===== src/rtl/binary16_div_arbiter_pkg.sv =====
// ============================================================================
// binary16_div_arbiter_pkg : shared constants and state encoding
// Revision : 1.0
// ============================================================================
`default_nettype none

package binary16_div_arbiter_pkg;

  localparam logic [15:0] BINARY16_QNAN       = 16'h7E00;
  localparam int          DIV_NOMINAL_LATENCY = 24;

  typedef enum logic [2:0] {
    ST_IDLE    = 3'd0,
    ST_GRANT   = 3'd1,
    ST_ISSUE   = 3'd2,
    ST_WAIT    = 3'd3,
    ST_RESPOND = 3'd4
  } arb_state_t;

endpackage

`default_nettype wire


===== src/rtl/binary16_div_arbiter_rr_arbiter.sv =====
// ============================================================================
// rr_arbiter : combinational round-robin pick starting after last_grant
// Revision : 1.0
// ============================================================================
`default_nettype none

module rr_arbiter #(
  parameter int NUM_REQ = 4,
  parameter int TAG_W   = $clog2(NUM_REQ)
) (
  input  logic [NUM_REQ-1:0] req,
  input  logic [TAG_W-1:0]   last_grant,
  output logic [TAG_W-1:0]   grant_idx,
  output logic               any_req
);

  logic [TAG_W-1:0] cand;

  // Walk offsets from farthest to nearest so the nearest hit is written last.
  always_comb begin
    grant_idx = '0;
    any_req   = 1'b0;
    cand      = '0;
    for (int off = NUM_REQ; off >= 1; off--) begin
      cand = TAG_W'((int'(last_grant) + off) % NUM_REQ);
      if (req[cand]) begin
        grant_idx = cand;
        any_req   = 1'b1;
      end
    end
  end

endmodule

`default_nettype wire


===== src/rtl/binary16_div_arbiter.sv =====
// ============================================================================
// binary16_div_arbiter : shares one binary16 divider among NUM_REQ lanes
// Revision : 1.0
// ============================================================================
`default_nettype none

module binary16_div_arbiter
  import binary16_div_arbiter_pkg::*;
#(
  parameter int  NUM_REQ        = 4,
  parameter int  TIMEOUT_CYCLES = 63,
  localparam int TAG_W          = $clog2(NUM_REQ)
) (
  input  logic                  clk_in,
  input  logic                  rst_n,
  input  logic [NUM_REQ-1:0]    req_valid,
  output logic [NUM_REQ-1:0]    req_ready,
  input  logic [NUM_REQ*16-1:0] req_a,
  input  logic [NUM_REQ*16-1:0] req_b,
  output logic [NUM_REQ-1:0]    rsp_valid,
  input  logic [NUM_REQ-1:0]    rsp_ready,
  output logic [15:0]           rsp_result,
  output logic                  rsp_error,
  output logic [15:0]           div_a,
  output logic [15:0]           div_b,
  output logic                  div_valid_in,
  input  logic [15:0]           div_result,
  input  logic                  div_valid_out,
  output logic                  busy,
  output logic [7:0]            timeout_count
);

  localparam int TIMER_W = $clog2(TIMEOUT_CYCLES + 1);

  arb_state_t       state, state_nxt;
  logic [TAG_W-1:0] last_grant, last_grant_nxt;
  logic [TAG_W-1:0] tag, tag_nxt;
  logic [TIMER_W-1:0] timer, timer_nxt;
  logic [NUM_REQ-1:0] req_ready_nxt, rsp_valid_nxt;
  logic [15:0]      rsp_result_nxt, div_a_nxt, div_b_nxt;
  logic             rsp_error_nxt, div_valid_in_nxt, busy_nxt;
  logic [7:0]       timeout_count_nxt;
  logic [TAG_W-1:0] pick;
  logic             any_req;

  rr_arbiter #(
    .NUM_REQ (NUM_REQ),
    .TAG_W   (TAG_W)
  ) u_rr (
    .req        (req_valid),
    .last_grant (last_grant),
    .grant_idx  (pick),
    .any_req    (any_req)
  );

  always_ff @(posedge clk_in or negedge rst_n) begin
    if (!rst_n) begin
      state         <= ST_IDLE;
      last_grant    <= TAG_W'(NUM_REQ - 1);
      tag           <= '0;
      timer         <= '0;
      req_ready     <= '0;
      rsp_valid     <= '0;
      rsp_result    <= '0;
      rsp_error     <= 1'b0;
      div_a         <= '0;
      div_b         <= '0;
      div_valid_in  <= 1'b0;
      busy          <= 1'b0;
      timeout_count <= '0;
    end else begin
      state         <= state_nxt;
      last_grant    <= last_grant_nxt;
      tag           <= tag_nxt;
      timer         <= timer_nxt;
      req_ready     <= req_ready_nxt;
      rsp_valid     <= rsp_valid_nxt;
      rsp_result    <= rsp_result_nxt;
      rsp_error     <= rsp_error_nxt;
      div_a         <= div_a_nxt;
      div_b         <= div_b_nxt;
      div_valid_in  <= div_valid_in_nxt;
      busy          <= busy_nxt;
      timeout_count <= timeout_count_nxt;
    end
  end

  always_comb begin
    state_nxt         = state;
    last_grant_nxt    = last_grant;
    tag_nxt           = tag;
    timer_nxt         = timer;
    req_ready_nxt     = req_ready;
    rsp_valid_nxt     = rsp_valid;
    rsp_result_nxt    = rsp_result;
    rsp_error_nxt     = rsp_error;
    div_a_nxt         = div_a;
    div_b_nxt         = div_b;
    div_valid_in_nxt  = div_valid_in;
    timeout_count_nxt = timeout_count;

    case (state)
      ST_IDLE: begin
        if (any_req) begin
          tag_nxt       = pick;
          req_ready_nxt = NUM_REQ'(1) << pick;
          state_nxt     = ST_GRANT;
        end
      end
      ST_GRANT: begin
        req_ready_nxt    = '0;
        div_a_nxt        = req_a[int'(tag)*16 +: 16];
        div_b_nxt        = req_b[int'(tag)*16 +: 16];
        div_valid_in_nxt = 1'b1;
        state_nxt        = ST_ISSUE;
      end
      ST_ISSUE: begin
        div_valid_in_nxt = 1'b0;
        timer_nxt        = '0;
        state_nxt        = ST_WAIT;
      end
      ST_WAIT: begin
        timer_nxt = timer + 1'b1;
        // A completion in the timeout cycle takes precedence over the watchdog.
        if (div_valid_out) begin
          rsp_result_nxt = div_result;
          rsp_error_nxt  = 1'b0;
          rsp_valid_nxt  = NUM_REQ'(1) << tag;
          state_nxt      = ST_RESPOND;
        end else if (timer == TIMER_W'(TIMEOUT_CYCLES - 1)) begin
          rsp_result_nxt = BINARY16_QNAN;
          rsp_error_nxt  = 1'b1;
          rsp_valid_nxt  = NUM_REQ'(1) << tag;
          if (timeout_count != 8'hFF) timeout_count_nxt = timeout_count + 8'd1;
          state_nxt      = ST_RESPOND;
        end
      end
      ST_RESPOND: begin
        if (rsp_ready[tag]) begin
          rsp_valid_nxt  = '0;
          last_grant_nxt = tag;
          state_nxt      = ST_IDLE;
        end
      end
      default: state_nxt = ST_IDLE;
    endcase

    busy_nxt = (state_nxt != ST_IDLE);
  end

endmodule

`default_nettype wire


===== config.mk =====
export PLATFORM = sky130hd
export DESIGN_NAME = binary16_div_arbiter
export DESIGN_NICKNAME = d
export VERILOG_FILES = /design/src/rtl/binary16_div_arbiter_pkg.sv /design/src/rtl/binary16_div_arbiter_rr_arbiter.sv /design/src/rtl/binary16_div_arbiter.sv
export SDC_FILE = /design/constraint.sdc
export NUM_CORES = 1
export LEC_CHECK = 0
export CORE_MARGIN = 2
export CORE_UTILIZATION = 36
export DETAILED_ROUTE_END_ITERATION = 12
export GPL_ROUTABILITY_DRIVEN = 0
export PLACE_DENSITY_LB_ADDON = 0.25
export REMOVE_ABC_BUFFERS = 1
export SLEW_MARGIN = 25
export SYNTH_ARGS = -nofsm -noshare
export SYNTH_HDL_FRONTEND = slang
export SYNTH_SLANG_ARGS = --single-unit
export TNS_END_PERCENT = 100

===== constraint.sdc =====
create_clock -name clk_in -period 1.5 [get_ports clk_in]
set_input_delay 0.225 -clock clk_in [delete_from_list [all_inputs] [get_ports clk_in]]
set_output_delay 0.225 -clock clk_in [all_outputs]
set_load 0.05 [all_outputs]

# Yosys cells after proc, flatten, opt, wreduce, memory -nomap -nowiden
# Index checks and enable logic that the tools add are counted.
# op_classes
reduce_logical	13
n_mux	35
n_lt_le_gt_ge	5
n_shift	4
addsub	6
bitwise	1
n_eq_ne	9
# op_table
cell	count
indexed part select 64 x 7 -> 16 bit	2
2-to-1 mux 16 bit	2
2-to-1 mux 4 bit	4
case mux 4 bit (2 select lines)	2
< comparator 2 x 3 -> 1 bit (second input constant)	5
case mux 3 bit (5 select lines)	1
2-to-1 mux 3 bit	4
case mux 6 bit (2 select lines)	1
2-to-1 mux 1 bit	11
binary-select mux 1 bit (select 2 bit)	5
nonzero test 2 bit	5
adder 8 x 1 -> 8 bit (second input constant)	1
2-to-1 mux 2 bit	4
inequality test 8 bit (second input constant)	1
AND reduction 2 bit	4
left shift 1 x 2 -> 4 bit (first input constant)	2
adder 6 x 1 -> 6 bit (second input constant)	1
== test 3 x 2 -> 1 bit (second input constant)	2
== test 6 bit (second input constant)	1
adder 2 x 1 -> 2 bit (second input constant)	2
adder 2 bit (second input constant)	2
inequality test 2 bit (second input constant)	2
AND reduction 4 bit	1
== test 3 x 1 -> 1 bit (second input constant)	1
other kinds (7)	7
# totals
ff_bits	80
out_inout_bits	67
wordCells	86
in_bits	155

# Logic depth before layout (Yosys ltp)
# Gate-level depths: netlist (run 1).
# depth
ltp_word	10
depth_mapped	6
mapped_depth_nobuf	6

# Modules after synthesis
# From an unflattened synthesis (run 1), not the netlist that was laid out.
# hier_totals
cells_unflattened	314
area_unflattened_um2	4222.8
# modules_own_cells
module	seq_area_each_um2	cells_per_inst	n_inst	area_each_um2
binary16_div_arbiter	2004.4	300	1	4131.5
rr_arbiter	0.0	14	1	91.3

# Worst setup path before layout (run 1)
# OpenSTA, ideal clock, no wires.
# synth_timing
path_kind	register -> register
startpoint	reg timeout_count[0]
endpoint	reg timeout_count[1]
t_required_ps	1375
path_slack_ps	-289
n_path_buf	0
synth_period_minus_slack_ps	1789
arrival_ps	1664
setup_ps	125
stages_incl_launch_ff	6
cell_sequence	dfrtp_1 > ha_1 > nand3_1 > nor2_1 > nor2_1 > mux2_2
# synth_via
elab_chain_cells	2
elab_cells_between_ends	3
cone_classes	add/sub (1); eq/ne (1); reduce/logical (1)
# synth_lines
item	line	text
start: declaration	binary16_div_arbiter.sv:30	output logic [7:0] timeout_count
start signal: assignment	binary16_div_arbiter.sv:84	timeout_count <= timeout_count_nxt;
branches (longest 2 deep; another with adder 8 x 1 -> 8 bit)	-	
# Parallel ways; which one is timed is not known.
# A chain may end at the register's enable or synchronous reset.

# Worst setup path in the final report (run 1)
# layout_timing
startpoint	reg timer[0]
endpoint	reg timeout_count[4]
# layout_via
elab_chain_cells	2
# layout_lines
item	line	text
start: declaration	binary16_div_arbiter.sv:38	logic [TIMER_W-1:0] timer, timer_nxt;
start signal: assignment	binary16_div_arbiter.sv:75	timer <= timer_nxt;
== test 6 bit	binary16_div_arbiter.sv:130	end else if (timer == TIMER_W'(TIMEOUT_CYCLES - 1)) begin
AND reduction 4 bit (no source line)	-	
# No other way between the ends.

==> results.yml, run 1 <==
yosys:
  yosys_warnings: 0
  syn_area_um2: 4260
  yosysUniqueCellTypes: 50
  yosysSeqAreaShare_pct: 47.0
  yosysMostFrequentCell: "dfrtp_1"
  synth.top_cells.by_count: "78 x dfrtp_1, 34 x mux2_2, 27 x mux4_1, 17 x nand2_1, 13 x a22o_1"
  synth_top_area_share_pct: 45.8
  synth_edf_count: 0
  dominantRegCellSynth: "dfrtp_1"
  syn_inst: 301
  yosys.area.top_type: "dfrtp_1"
  ys_ff_latch: 80
  syn_area_per_cell_um2: 14.2
  synth_area_leaders: "dfrtp_1 46%, mux4_1 17%, mux2_2 9.0%, mux4_2 3.2%, a22o_1 2.7%"
  async_reset_ff_share_pct: 100
route:
  drc: 0
  drtPass1Iterations: 4
  wire_per_inst_um: 18.2
  avgViaCountPerCell: 5.07
  drtAntennaViolNets: 0
  vias: 3701
  drt-total-wl_um: 13300
  drt_iter0_markers: 149
worst_setup_path:
  arrival_ns: 1.89
  cp-startpoint: "timer[0]"
  critical_path_class: "reg2reg"
  reg2regPathDepth: 7
  crit_slowest_cell: "dfrtp_1"
  crit_path_start_kind: "register"
  path_cells: "inv_1 > ha_2 > and2_4 > nand4b_4 > buf_4 > nor4b_4 > xor2_1"
  r2r-start: "timer[0]"
  timing.rr.end: "timeout_count[4]"
  crit_fanout: 6
  cp.required_ns: 1.74
  cp-end-kind: "register"
  regToRegSetupSlack_ns: -0.14
  slowest_delay_ns: 0.38
global_routing:
  grt_max_degree: 81
  antenna_found_initial: 0
  grt_use_total_pct: 20.3
  globalRouteOverflowTotal: 0
  grt_pass1_vias: 4010
  grt_pass1_wl_um: 20300
sta:
  hold-worst-slack_ns: 0.462
  drv_slew: 0
  worst_pin_slew_ns: 0.436
  finalCritPeriodShare_pct: 109
  rsz0062_at_grt: "true"
  hold_viol_final: 0
  setup_viol: 54
  fmax_mhz: 609
  clock_skew_ns: 0.0111
  period_needed_ns: 1.64
  worst_slack_ns: -0.142
  relSlewSlack_pct: 70.9
layout:
  diodes: 0
  final_core_utilization_pct: 67.9
  drive_gt1_share_pct: 43.4
  syn2layout_area_growth_pct: 82.5
  design_area_um2: 7780
  nets: 740
floorplan:
  die_area_um2: 12700
  die_height_um: 113
  core_area_um2: 11500
  die_x_um: 113
  start_util_pct: 37.2
  row_count: 39
  num_io_pins: 222
place:
  post_dp_cell_area_um2: 7020
  dpl.hpwl_um: 9310
  io_buffer_count: 221
  place_ws_ns: -0.278
power:
  clkPwrFrac_pct: 14.9
  ir_worst_vdd_mv: 1.41
  share_seq_of_total_power_pct: 23.3
  power_w: 0.0161
  p_sw_share_pct: 41.9
  pwr_density_cell_nw_per_um2: 2070
  p_switching_w: 0.00674
  internal-power_w: 0.00936
  combPwrFrac_pct: 61.8
  p_leak_nw: 3.42
run_status:
  violations: "negative setup slack"
  status: "finished with violations"
clock_tree:
  path_clk_slew_ns: 0.06
  cts_max_path_buffers: 2
  clock_sinks: 80
  cts_buffers: 9
  cts_tree: "built"
  cts_max_level: 3
  cts_root_buf: "clkbuf_16"
  worst_skew_pair.late_latency_ns: 0.33
run:
  maxCapViolCount: 0
worst_hold_path:
  hold_path.class: "in2async"
-- power groups by stage --
stage | logic [W] | registers, W | clock network [W]
floorplan | 0.00236 | 0.00651 | 0
global placement | 0.00859 | 0.00372 | 0
detailed placement | 0.00871 | 0.00375 | 0
CTS | 0.00962 | 0.00374 | 0.00244
global route | 0.0105 | 0.00386 | 0.00255
finish | 0.00995 | 0.00376 | 0.00240
-- cell families after synthesis --
family                     share of synthesized area, %
AOI/OAI and AO/OA                                  9.10
xor gates and xnor gates                           1.23
adders and majority gates                         0.880
buffers and inverters                              3.70
DFF                                                47.0
muxes                                              29.6
and+or+nand+nor                                    8.48
-- registers in the layout (all words and copies together) (netlist names), 2 cells and up --
signal,flops
div_a,16
div_b,16
rsp_result,16
timeout_count,8
timer,6
req_ready,4
rsp_valid,4
state,3
last_grant,2
tag,2
-- critical path: cells and delay by family (launching register included) --
family | cells | cell delay, ns
xor+xnor | 1 | 0.18
fa+ha+maj | 1 | 0.16
buf+inv | 2 | 0.27
flops | 1 | 0.38
simple gates | 3 | 0.58
-- worst max-delay path by stage --
stage                       endpoint  depth (start not counted)
floorplan               rsp_valid[1]                          4
global placement        req_ready[0]                          5
detailed placement      req_ready[2]                          5
CTS                     rsp_valid[0]                          6
global route        timeout_count[4]                          7
finish              timeout_count[4]                          7
-- cell type report --
class	count	area (um^2)
clock buffers	9	225
fillers	835	3690
clock inverters	7	100
inverters	6	22.5
flip-flops and latches	80	2010
well taps	143	179
repair buffers	290	2990
multi-input cells	195	2260
-- through the flow --
step | setup TNS (ns) | std cells
CTS | -4.13 | 727
floorplan | -32.96 | 281
global route | -7.46 | 730
finish | -3.97 | 730
detailed placement | -6.83 | 693
global placement | -5.69 | 693
-- cell usage in the layout (no fill, tap or decap), drive strengths merged, types with 3 or more instances in the layout --
cell type,Yosys,routed
mux4,33,33
xor2,6,6
a32o,5,5
nand2,17,17
nand3,7,7
buf,14,134
ha,3,3
nor3,5,5
inv,6,10
a22o,13,13
clkdlybuf4s50,0,153
nand2b,4,4
a21oi,3,3
nor2,12,12
dfrtp,78,78
nor4,4,4
clkbuf,6,11
o21ai,11,11
o22a,6,6
mux2,35,35
and2,3,3
-- layer usage --
metal,vias to the layer above,wire [um],GRT usage (%)
met1,1855,5030,23.2
met4,0,138,4.80
met2,116,7160,36.9
met3,9,935,6.53
met5,-,0,0
li1,1721,-,-
-- what timing repair did --
action | in CTS | in global routing
hold buffers | 1 | 0
gates cloned | 4 | 2
pin swaps | 9 | 9
resized for setup | 64 | 46
endpoints found under the setup margin | 65 | 72
setup buffers | 13 | 4
hold endpoints to repair | 78 | 0
Note: power is estimated with default switching activity, not from simulation.
==> inputs of run 2 (changes only) <==
- CORE_UTILIZATION: 36 -> 40
- clock period: 1.5 -> 1.8 ns (I/O delays scaled with it)
==> run 2 against run 1 <==
Effect of this change: the flow now finishes without violations; flip-flop and latch count unchanged; core utilization down 1.6 points; critical path depth down 3; via count down 3.6%; critical endpoint is now timeout_count[6]; largest cell class unchanged; highest routed layer unchanged.
==> results.yml, run 2 (synthesis results as in run 1) <==
run_status:
  status: "finished clean"
sta:
  relSlewSlack_pct: 65.2
  rsz0062_at_grt: "false"
  period_needed_ns: 1.69
  hold_viol_final: 0
  hold-worst-slack_ns: 0.430
  finalCritPeriodShare_pct: 94.0
  fin_tns_setup_ns: 0
  drv_slew: 0
  clock_skew_ns: 0.0119
  setup_viol: 0
  fmax_mhz: 591
  worst_slack_ns: 0.108
  worst_pin_slew_ns: 0.522
global_routing:
  grt_pass1_vias: 3849
  globalRouteOverflowTotal: 0
  antenna_found_initial: 0
  grt_pass1_wl_um: 19100
  grt_use_total_pct: 21.6
  grt_max_degree: 37
floorplan:
  die_area_um2: 11500
  start_util_pct: 41.3
  row_count: 37
  die_x_um: 107
  num_io_pins: 222
  die_height_um: 107
  core_area_um2: 10300
clock_tree:
  cts_buffers: 9
  cts_max_path_buffers: 2
  cts_root_buf: "clkbuf_8"
  path_clk_slew_ns: 0.09
  worst_skew_pair.late_latency_ns: 0.34
  clock_sinks: 80
  cts_tree: "built"
  cts_max_level: 3
power:
  pwr_density_cell_nw_per_um2: 1610
  ir_worst_vdd_mv: 0.883
  p_leak_nw: 3.16
layout:
  syn2layout_area_growth_pct: 60.4
  diodes: 0
  drive_gt1_share_pct: 24.3
  final_core_utilization_pct: 66.3
  layout_common_cells: "153 x clkdlybuf4s50_1, 76 x dfrtp_1, 58 x buf_4, 34 x mux2_2, 27 x mux4_1"
  final_common_cell: "clkdlybuf4s50_1"
  regArea_um2: 2010
  n_fill_cell: 787
  largest_registers: "div_a x16, div_b x16, rsp_result x16"
  multi_input_area_um2: 2100
  design_area_um2: 6840
  nets: 693
worst_setup_path:
  path_cells: "and3b_2 > nand4b_4 > nor3_1 > mux2_2"
  crit_slowest_cell: "dfrtp_1"
  crit_path_start_kind: "register"
  cp-startpoint: "state[1]"
  critical_path_class: "reg2reg"
  slowest_delay_ns: 0.51
  cp-end-kind: "register"
  r2r-start: "state[1]"
  cp.required_ns: 2.03
  crit_fanout: 9
  arrival_ns: 1.92
route:
  drtAntennaViolNets: 0
  drtPass1Iterations: 4
  drt_iter0_markers: 142
  vias: 3569
  wire_per_inst_um: 17.7
  drc: 0
  drt-total-wl_um: 12000
  avgViaCountPerCell: 5.28
place:
  dpl.hpwl_um: 9530
  place_ws_ns: -0.0253
  io_buffer_count: 221
  post_dp_cell_area_um2: 6620
worst_hold_path:
  hold_path.class: "in2async"
run:
  maxCapViolCount: 0
[run 2: cell count changes in the layout (fill, tap and decap cells not counted), sizes merged, moves of 3 or more]
cell / delta
buf: -72
clkinv: +3
dlygate4sd2: +12
inv: -4
dlymetal6s2s: +15
[run 2: worst max-delay path, delay by kind of cell (launching register included)]
family / cells / cell delay [ns]
and+or+nand+nor: 3 / 0.71
DFF: 1 / 0.51
muxes: 1 / 0.35
[run 2: power by group]
part	total, W	internal [W]	switching [W]
registers	0.00309	0.00258	0.000510
clock network	0.00129	0.000637	0.000652
logic	0.00661	0.00273	0.00388
total	0.0110	0.00594	0.00504
[run 2: repair_timing]
action                     4_1_cts  5_1_grt
pin swaps                        0        0
hold endpoints to repair        32        0
hold buffers                     1        0
resized for setup               12       17
setup endpoints to repair       12       17
buffers inserted                 0        0
[run 2: cell type report]
type / count / area share, %
timing repair buffer: 243 / 34.3
multi-input combinational: 195 / 30.7
sequential: 80 / 29.3
tap: 136 / 2.49
clock buffer: 10 / 1.87
clock inverter: 6 / 0.896
inverter: 6 / 0.329
[run 2: final timing paths]
path | depth (start not counted) | end | slack (ns)
worst min register to register | 2 | last_grant[0] | 0.49
max in group asynchronous | 3 | rsp_result[11] | 0.77
worst max register to register | 4 | timeout_count[6] | 0.11
worst max-delay path | 4 | timeout_count[6] | 0.11
worst min-delay path | 2 | req_ready[1] | 0.43
min in group clk_in | 2 | last_grant[0] | 0.49
[run 2: per-layer routing]
| metal | share of wire [%] | up-vias | GRT usage [%] |
|---|---|---|---|
| li1 | - | 1652 | - |
| met1 | 36 | 1758 | 24.5 |
| met2 | 54 | 142 | 38.7 |
| met3 | 8.6 | 17 | 6.84 |
| met4 | 1.7 | 0 | 6.49 |
| met5 | 0 | - | 0 |
[run 2: metrics by stage]
stage               cells  total power [W]
floorplan             281          0.00739
global placement      659          0.00975
detailed placement    659          0.00989
CTS                   676           0.0111
global route          676           0.0116
finish                676           0.0110
==> inputs of run 3 (changes only) <==
- CAP_MARGIN: default -> 20
- GPL_TIMING_DRIVEN: default -> 0
==> run 3 against run 2 <==
Effect of this change: critical path depth unchanged; critical path type unchanged; clock power up 12%; flip-flop and latch count unchanged; cell area is 2.5% higher; via count decreased by 1.4%; routed wire length barely moved; final cell count fell by 1.5%; sequential share of layout area fell by 0.58 points; non-clock buffer count is 10 lower.
==> results.yml, run 3 (synthesis results as in run 1) <==
clock_tree:
  worst_skew_pair.late_latency_ns: 0.35
  cts_root_buf: "clkbuf_8"
  cts_buffers: 9
  cts_max_level: 3
  cts_tree: "built"
  cts_max_path_buffers: 2
  clock_sinks: 80
  path_clk_slew_ns: 0.08
layout:
  final_common_cell: "clkdlybuf4s50_1"
  drive_gt1_share_pct: 17.5
  syn2layout_area_growth_pct: 64.4
  layout_common_cells: "153 x clkdlybuf4s50_1, 73 x dfrtp_1, 35 x dlygate4sd2_1, 34 x mux2_2, 32 x dlymetal6s2s_1"
  design_area_um2: 7010
  diodes: 0
  final_core_utilization_pct: 67.9
  regArea_um2: 2020
  n_fill_cell: 781
  largest_registers: "div_a x16, div_b x16, rsp_result x16"
  nets: 683
  multi_input_area_um2: 2140
sta:
  clock_skew_ns: 0.0143
  fmax_mhz: 592
  hold_viol_final: 0
  period_needed_ns: 1.69
  relSlewSlack_pct: 62.9
  worst_slack_ns: 0.110
  rsz0062_at_grt: "false"
  finalCritPeriodShare_pct: 93.9
  drv_slew: 0
  worst_pin_slew_ns: 0.559
  setup_viol: 0
run_status:
  status: "finished clean"
place:
  post_dp_cell_area_um2: 6600
  dpl.hpwl_um: 9150
  place_ws_ns: -0.782
  io_buffer_count: 221
global_routing:
  grt_use_total_pct: 21.1
  grt_max_degree: 54
  grt_pass1_wl_um: 18700
  grt_pass1_vias: 3749
  antenna_found_initial: 0
  globalRouteOverflowTotal: 0
worst_setup_path:
  reg2regPathDepth: 4
  crit_family: "simple AND/OR/NAND/NOR gates"
  path_depth: 4
  crit_fanout: 12
  cp-startpoint: "state[2]"
  cp-end-kind: "register"
  path_cells: "and3b_2 > nand4b_4 > nor3_2 > mux2_2"
  critical_path_class: "reg2reg"
  arrival_ns: 1.92
  cp.required_ns: 2.03
  crit_buf_inv: 0
  r2r-start: "state[2]"
  slowest_delay_ns: 0.49
  crit_path_start_kind: "register"
  crit_slowest_cell: "dfrtp_2"
power:
  pwr_density_cell_nw_per_um2: 1600
  p_leak_nw: 3.33
  ir_worst_vdd_mv: 0.837
run:
  maxCapViolCount: 0
floorplan:
  start_util_pct: 41.3
  die_area_um2: 11500
  core_area_um2: 10300
  num_io_pins: 222
  die_x_um: 107
  die_height_um: 107
  row_count: 37
route:
  vias: 3519
  drtAntennaViolNets: 0
  drt-total-wl_um: 12000
  drtPass1Iterations: 5
  avgViaCountPerCell: 5.28
  drc: 0
  drt_iter0_markers: 126
  wire_per_inst_um: 18.0
worst_hold_path:
  hold_path.class: "in2async"
-- run 3: changes by cell type in the layout (fill, tap and decap cells not counted), sizes merged --
cell	previous run	this run
buf	62	11
clkinv	4	3
dlymetal6s2s	15	32
bufinv	1	2
dlygate4sd2	12	35
inv	6	7
-- run 3: through the flow --
| step | std cells | TNS [ns] | hold slack, ns | total power, W |
|---|---|---|---|---|
| CTS | 661 | 0 | 0.401 | 0.0112 |
| finish | 666 | 0 | 0.390 | 0.0112 |
| detailed placement | 641 | -12.20 | 0.220 | 0.00982 |
| global placement | 638 | -231.32 | 0.471 | 0.00960 |
| global route | 666 | 0 | 0.421 | 0.0118 |
| floorplan | 281 | -18.26 | -0.0256 | 0.00739 |
-- run 3: final cells by class --
type	instances	share of cell area, %
multi-input combinational	195	30.5
clock buffer	9	1.77
tap	136	2.43
sequential	80	28.8
inverter	6	0.321
clock inverter	7	1.36
timing repair buffer	233	34.8
-- run 3: what timing repair did --
item,in CTS,in global routing
resized for setup,45,38
hold buffers,1,0
pin swaps,1,2
hold endpoints to repair,27,0
setup endpoints to repair,75,58
buffers inserted,3,5
-- run 3: layer usage --
| metal | GRT usage [%] | share of wire, % | up-vias |
|---|---|---|---|
| met5 | 0 | 0 | - |
| li1 | - | - | 1632 |
| met3 | 8.23 | 8.9 | 19 |
| met1 | 23.0 | 34 | 1740 |
| met4 | 5.94 | 1.6 | 0 |
| met2 | 37.9 | 55 | 128 |
-- run 3: where the power goes --
part           switching [W]  leakage, nW  internal [W]
logic                0.00381         2.24       0.00277
clock network       0.000663        0.110      0.000783
registers           0.000573        0.977       0.00259
total                0.00504         3.33       0.00614
-- run 3: final timing paths --
path | end | slack [ns]
min in group clk_in | req_ready[3] | 0.48
max in group asynchronous | last_grant[0] | 0.77
worst max-delay path | timeout_count[6] | 0.11
worst max register to register | timeout_count[6] | 0.11
worst min-delay path | timeout_count[7] | 0.39
worst min register to register | req_ready[3] | 0.48
